===== src/rtl/typing_timer_pkg.sv =====
// Shared types and limits for the typing-test countdown timer.
package typing_timer_pkg;

  localparam int unsigned MAX_SECONDS = 599;
  localparam int unsigned BCD_W       = 4;
  localparam int unsigned ELAPSED_W   = 10;

  typedef enum logic [2:0] {
    S_IDLE,
    S_ARMED,
    S_RUNNING,
    S_PAUSED,
    S_DONE
  } timer_state_t;

endpackage


===== src/rtl/bcd_mmss_down.sv =====
// M:SS BCD down-counter: loads binary seconds and decrements one second per dec.
module bcd_mmss_down
  import typing_timer_pkg::*;
(
  input  logic                 clk,
  input  logic                 rst,
  input  logic                 load,
  input  logic [ELAPSED_W-1:0] load_val,
  input  logic                 dec,
  output logic [BCD_W-1:0]     min_bcd,
  output logic [BCD_W-1:0]     sec_tens,
  output logic [BCD_W-1:0]     sec_ones,
  output logic                 zero
);

  logic [5:0]       load_rem;
  logic [BCD_W-1:0] load_min;
  logic [BCD_W-1:0] load_tens;
  logic [BCD_W-1:0] load_ones;

  always_comb begin
    load_min  = BCD_W'(load_val / ELAPSED_W'(60));
    load_rem  = 6'(load_val % ELAPSED_W'(60));
    load_tens = BCD_W'(load_rem / 6'd10);
    load_ones = BCD_W'(load_rem % 6'd10);
  end

  assign zero = (min_bcd == '0) && (sec_tens == '0) && (sec_ones == '0);

  always_ff @(posedge clk or posedge rst) begin
    if (rst) begin
      min_bcd  <= '0;
      sec_tens <= '0;
      sec_ones <= '0;
    end else if (load) begin
      min_bcd  <= load_min;
      sec_tens <= load_tens;
      sec_ones <= load_ones;
    end else if (dec && !zero) begin
      // Borrow ripples ones -> tens -> minutes; minutes never wrap since 0:00 is held.
      if (sec_ones != '0) begin
        sec_ones <= sec_ones - BCD_W'(1);
      end else begin
        sec_ones <= BCD_W'(9);
        if (sec_tens != '0) begin
          sec_tens <= sec_tens - BCD_W'(1);
        end else begin
          sec_tens <= BCD_W'(5);
          min_bcd  <= min_bcd - BCD_W'(1);
        end
      end
    end
  end

endmodule


===== src/rtl/typing_test_timer.sv =====
// Typing-test countdown: lifecycle FSM, input priority and elapsed-seconds counter.
module typing_test_timer
  import typing_timer_pkg::*;
#(
  parameter int unsigned DURATION_SEC = 60
) (
  input  logic                 clk,
  input  logic                 rst,
  input  logic                 sec_tick,
  input  logic                 arm,
  input  logic                 key_stb,
  input  logic                 pause_tgl,
  input  logic                 abort,
  output logic [BCD_W-1:0]     min_bcd,
  output logic [BCD_W-1:0]     sec_tens,
  output logic [BCD_W-1:0]     sec_ones,
  output logic [ELAPSED_W-1:0] elapsed,
  output logic                 running,
  output logic                 done,
  output logic                 done_pulse
);

  localparam int unsigned DUR_CLAMP = (DURATION_SEC > MAX_SECONDS) ? MAX_SECONDS : DURATION_SEC;
  localparam logic [ELAPSED_W-1:0] DUR_LOAD = ELAPSED_W'(DUR_CLAMP);

  timer_state_t         state;
  timer_state_t         nxt;
  logic                 ld;
  logic [ELAPSED_W-1:0] ld_val;
  logic                 dec;
  logic                 el_clr;
  logic                 zero;
  logic                 last_sec;

  bcd_mmss_down u_count (
    .clk      (clk),
    .rst      (rst),
    .load     (ld),
    .load_val (ld_val),
    .dec      (dec),
    .min_bcd  (min_bcd),
    .sec_tens (sec_tens),
    .sec_ones (sec_ones),
    .zero     (zero)
  );

  assign last_sec = (min_bcd == '0) && (sec_tens == '0) && (sec_ones == BCD_W'(1));

  always_comb begin
    nxt    = state;
    ld     = 1'b0;
    ld_val = '0;
    dec    = 1'b0;
    el_clr = 1'b0;
    if (abort) begin
      nxt    = S_IDLE;
      ld     = 1'b1;
      el_clr = 1'b1;
    end else if (arm) begin
      ld     = 1'b1;
      ld_val = DUR_LOAD;
      el_clr = 1'b1;
      nxt    = (DUR_LOAD == '0) ? S_DONE : S_ARMED;
    end else begin
      unique case (state)
        S_ARMED:   if (key_stb) nxt = S_RUNNING;
        S_RUNNING: begin
          // pause_tgl outranks sec_tick, so a tick in the pausing cycle is dropped.
          if (pause_tgl) begin
            nxt = S_PAUSED;
          end else if (sec_tick && !zero) begin
            dec = 1'b1;
            if (last_sec) nxt = S_DONE;
          end
        end
        S_PAUSED:  if (pause_tgl) nxt = S_RUNNING;
        default:   ;
      endcase
    end
  end

  always_ff @(posedge clk or posedge rst) begin
    if (rst) begin
      state      <= S_IDLE;
      elapsed    <= '0;
      running    <= 1'b0;
      done       <= 1'b0;
      done_pulse <= 1'b0;
    end else begin
      state      <= nxt;
      running    <= (nxt == S_RUNNING);
      done       <= (nxt == S_DONE);
      done_pulse <= (nxt == S_DONE) && (state != S_DONE);
      if (el_clr)   elapsed <= '0;
      else if (dec) elapsed <= elapsed + ELAPSED_W'(1);
    end
  end

endmodule


===== config.mk =====
export PLATFORM = sky130hd
export DESIGN_NAME = typing_test_timer
export DESIGN_NICKNAME = d
export VERILOG_FILES = /design/src/rtl/typing_timer_pkg.sv /design/src/rtl/bcd_mmss_down.sv /design/src/rtl/typing_test_timer.sv
export SDC_FILE = /design/constraint.sdc
export NUM_CORES = 1
export LEC_CHECK = 0
export ABC_AREA = 0
export CORE_AREA = 2 2 82 84
export DETAILED_ROUTE_END_ITERATION = 6
export DIE_AREA = 0 0 84 86
export MAX_ROUTING_LAYER = met4
export PLACE_DENSITY_LB_ADDON = 0.15
export SETUP_SLACK_MARGIN = 0.4
export SLEW_MARGIN = 20
export SYNTH_ARGS = -nofsm -noshare
export SYNTH_HDL_FRONTEND = slang
export SYNTH_HIERARCHICAL = 1
export SYNTH_SLANG_ARGS = --single-unit

===== constraint.sdc =====
create_clock -name clk -period 7.2 [get_ports clk]
set_clock_uncertainty 0.1 [all_clocks]
set_input_delay 2.16 -clock clk [delete_from_list [all_inputs] [get_ports clk]]
set_output_delay 2.16 -clock clk [all_outputs]
set_load 0.05 [all_outputs]

==> run summary <==
Post CTS Setup Buffer Count: 0
CP Launch Point: arm
Startpoint Class: input port
Post-synth ARST share: 100%
H-tree depth: 1
Die width: 84 um
Relative slew margins: 59.2%
Fraction of layout cells with a size suffix above 1: 9.59%
Final Hold Fails: 0
Main combinational cell family by area after synthesis: compound AO/OA/AOI/OAI gates
IO Pins: 32
DRC violations left: 0
Max Cap Violations: 0
Vias per cell: 5.59
Initial Utilization: 39.7%
P per Cell Area: 192 nW/um2
Avg Inst Size Synth: 8.18 um2
R2R cell count: 13
Detail Placement HPWL: 4.44 mm
Post-synth EDFFs: 0
WP data required: 7270 ps
RSZ-0062 raised after global routing: false
Xor and xnor fraction of the mapped netlist area: 5.57%
First-pass GRT wire length: 9.95 mm
Slowest cell on the critical path: clkdlybuf4s50_1
Total power: 0.569 mW
Critical-path cell list: clkdlybuf4s50_1 -> nor2b_2 -> inv_1 -> o21ai_0 -> a31oi_1 -> nor2_1 -> a221oi_2 -> xnor2_2 -> inv_2 -> ha_1 -> inv_1 -> o22ai_1 -> o32a_1 -> xor2_1 -> inv_1 -> ha_1 -> inv_1 -> or3_1 -> a32o_1
Most frequent cells in the layout: clkdlybuf4s50_1 (31), nor2_1 (29), dfrtp_1 (28)
Standard-cell rows: 29
Antenna Nets Post-Route: 0
Core box area: 6280 um2
Family with the most delay on the worst path: compound AO/OA/AOI/OAI gates
Slowest Stage Delay on Critical Path: 490 ps
Worst setup margin: 771 ps
CP Buf/Inv Count: 6
Vias: 2353
Most common cell after layout, fill and taps aside: clkdlybuf4s50_1
Final min period: 6430 ps
CP Depth: 19
DRT iter0 DRCs: 65
Maximum VDD drop: 0.140 mV
CTS sink count: 28
CP endpoint kind: flop
Post-DR wirelength/cell: 13.7 um
Proportion of synthesized area in mux cells: 1.40%
CP most frequent cell: inv_1
Worst Tran Pin Value: 611 ps
CTS Buf Count: 3
Worst Hold Class: flop to flop
CTS tree: yes
Worst reg2reg path startpoint: u_count/min_bcd[0]$_DFFE_PP0P_
Status: finished clean
Cells after Synth: 305
Syn. warnings: 6
Gpl congestion: 0.891
Root Buffer: clkbuf_8
Die ar.: 7220 um2
R2r setup slk: 4070 ps
GRT Overall Usage: 16.8%
Maximum clock frequency: 156 MHz
Vias in the first global route: 2128
Slew Viols, Final: 0
Leak: 1.19 nW
Cts hold-fix bufs: 0
Layout area overhead: 18.9%
Worst Path Arrival: 6500 ps
Final setup viols: 0
Simple-gate share of the synthesized area: 26.8%
Seq cells post-synth: 28
R2R Path End: u_count/min_bcd[3]$_DFFE_PP0P_
Post-synthesis sequential area ratio: 28.1%
Clk slew on worst S/H paths: 90 ps
DP Worst Slack: 434 ps
Cell Area, Synth: 2490 um2
Clk_lat worst skew: 270 ps
Post-route setup TNS: 0 ps
Largest net degree at the start of global routing: 38
GR Overflow Total: 0
Post-synthesis compound-gate area fraction: 28.5%
Ant diodes: 0
Final Cycle Share: 89.3%
CTS resizes: 0
Adder-cell area share of the yosys netlist: 2.91%
Final wirelength: 5.78 mm
Clock Path Buffers: 2
Nets@finish: 358
Crit path to: u_count/sec_ones[2]$_DFFE_PP0P_
CP Max Fanout: 7
Pre-antenna DRT Iters: 4
Post-synthesis cell type count: 79
Critical path class: input port to flop
Die height: 86 um
Port Buffers: 31
FILL cells: 640
Initial antenna violation count: 0
Ys flop type: dfrtp_1
## sequential cells by signal, summed over array words and instances, names as in the netlist
register and cells:
done_pulse 1, u_count/sec_tens 4, state 3, u_count/sec_ones 4, done 1, running 1
u_count/min_bcd 4, elapsed 10
## power by group
| group | switching (mW) | total, mW | internal [mW] |
|---|---|---|---|
| Combinational | 0.175 | 0.286 | 0.111 |
| Clock | 0.0456 | 0.0832 | 0.0375 |
| Sequential | 0.0254 | 0.200 | 0.174 |
## final cells by class
cell class | instances | area (um2) | area share, %
Inverter | 18 | 67.6 | 2.28
Tap cell | 77 | 96.3 | 3.25
Clock buffer | 3 | 41.3 | 1.39
Timing Repair Buffer | 37 | 355 | 12.0
Sequential cell | 28 | 701 | 23.6
Multi-Input combinational cell | 258 | 1710 | 57.5
## through the flow
| step | cells | area (um2) | hold WS, ps | utilization, % |
|---|---|---|---|---|
| floorplan | 320 | 2550 | 465 | - |
| global placement | 418 | 2910 | 444 | 46.3 |
| detailed placement | 418 | 2910 | 459 | 46.3 |
| CTS | 421 | 2950 | 474 | 47.0 |
| global route | 421 | 2970 | 502 | 47.3 |
| finish | 421 | 2970 | 470 | 47.3 |
## logic make-up (layout without fill, tap and decap cells)
logic type	count (synthesis)	count (layout)
and+or+nand+nor	119	119
AOI/OAI and AO/OA	99	99
buffers and inverters	34	58
DFF	28	28
xor gates and xnor gates	15	15
adders and majority gates	6	6
muxes	3	3
other	1	16
## worst min-delay path: stages (launching register included)
cell     delay, ps
dfrtp_1        420
nand2_1         70
a21oi_1         50
## layer usage
| metal | vias up | global-route usage, % | part of all wire (%) |
|---|---|---|---|
| li1 | 1200 | - | - |
| met1 | 1108 | 22.5 | 49 |
| met2 | 37 | 27.8 | 48 |
| met3 | 8 | 1.15 | 2.1 |
| met4 | 0 | 4.40 | 1.4 |
| met5 | - | - | 0 |
## synthesized netlist by cell type (2+ instances only)
| master | n | area share (%) |
|---|---|---|
| nor2_1 | 29 | 4.4 |
| dfrtp_1 | 28 | 28 |
| a21oi_1 | 24 | 4.8 |
| nand2_1 | 22 | 3.3 |
| inv_1 | 17 | 2.6 |
| o21ai_0 | 17 | 3.4 |
| nand3_1 | 11 | 2.2 |
| xor2_1 | 10 | 3.5 |
| clkbuf_1 | 7 | 1.1 |
| nand4_1 | 6 | 1.5 |
| or3_1 | 6 | 1.5 |
| a31oi_1 | 5 | 1.3 |
| ha_1 | 5 | 2.5 |
| a21o_1 | 4 | 1.2 |
| nand2b_1 | 4 | 1.0 |
| nor2b_1 | 4 | 1.0 |
| nor3_1 | 4 | 0.80 |
| nor3b_1 | 4 | 1.2 |
| nor4_1 | 4 | 1.0 |
| o21a_1 | 4 | 1.2 |
| o22ai_1 | 4 | 1.0 |
| xnor2_1 | 4 | 1.4 |
| a211oi_1 | 3 | 0.90 |
| a22oi_1 | 3 | 0.90 |
| and2_1 | 3 | 0.75 |
| buf_4 | 3 | 0.90 |
| buf_6 | 3 | 1.4 |
| o211ai_1 | 3 | 0.90 |
| o221ai_1 | 3 | 1.1 |
| or4_1 | 3 | 0.90 |
| a211oi_2 | 2 | 1.0 |
| a221o_1 | 2 | 0.80 |
| and3_1 | 2 | 0.50 |
| buf_2 | 2 | 0.40 |
| mux2i_1 | 2 | 0.80 |
| o211a_1 | 2 | 0.80 |
| o32ai_1 | 2 | 0.70 |
| or2_1 | 2 | 0.50 |
| or2_2 | 2 | 0.50 |
## worst min path at each step
stage	endpoint	start	cells past startpoint
after floorplan	state[2]$_DFF_PP0_	state[2]$_DFF_PP0_	2
after global placement	elapsed[9]$_DFFE_PP0P_	elapsed[9]$_DFFE_PP0P_	2
after detailed placement	elapsed[5]$_DFFE_PP0P_	elapsed[5]$_DFFE_PP0P_	2
after CTS	elapsed[1]$_DFFE_PP0P_	elapsed[1]$_DFFE_PP0P_	2
after global routing	elapsed[8]$_DFFE_PP0P_	elapsed[8]$_DFFE_PP0P_	2
final	elapsed[1]$_DFFE_PP0P_	elapsed[1]$_DFFE_PP0P_	2
(Power assumes the default switching activity.)
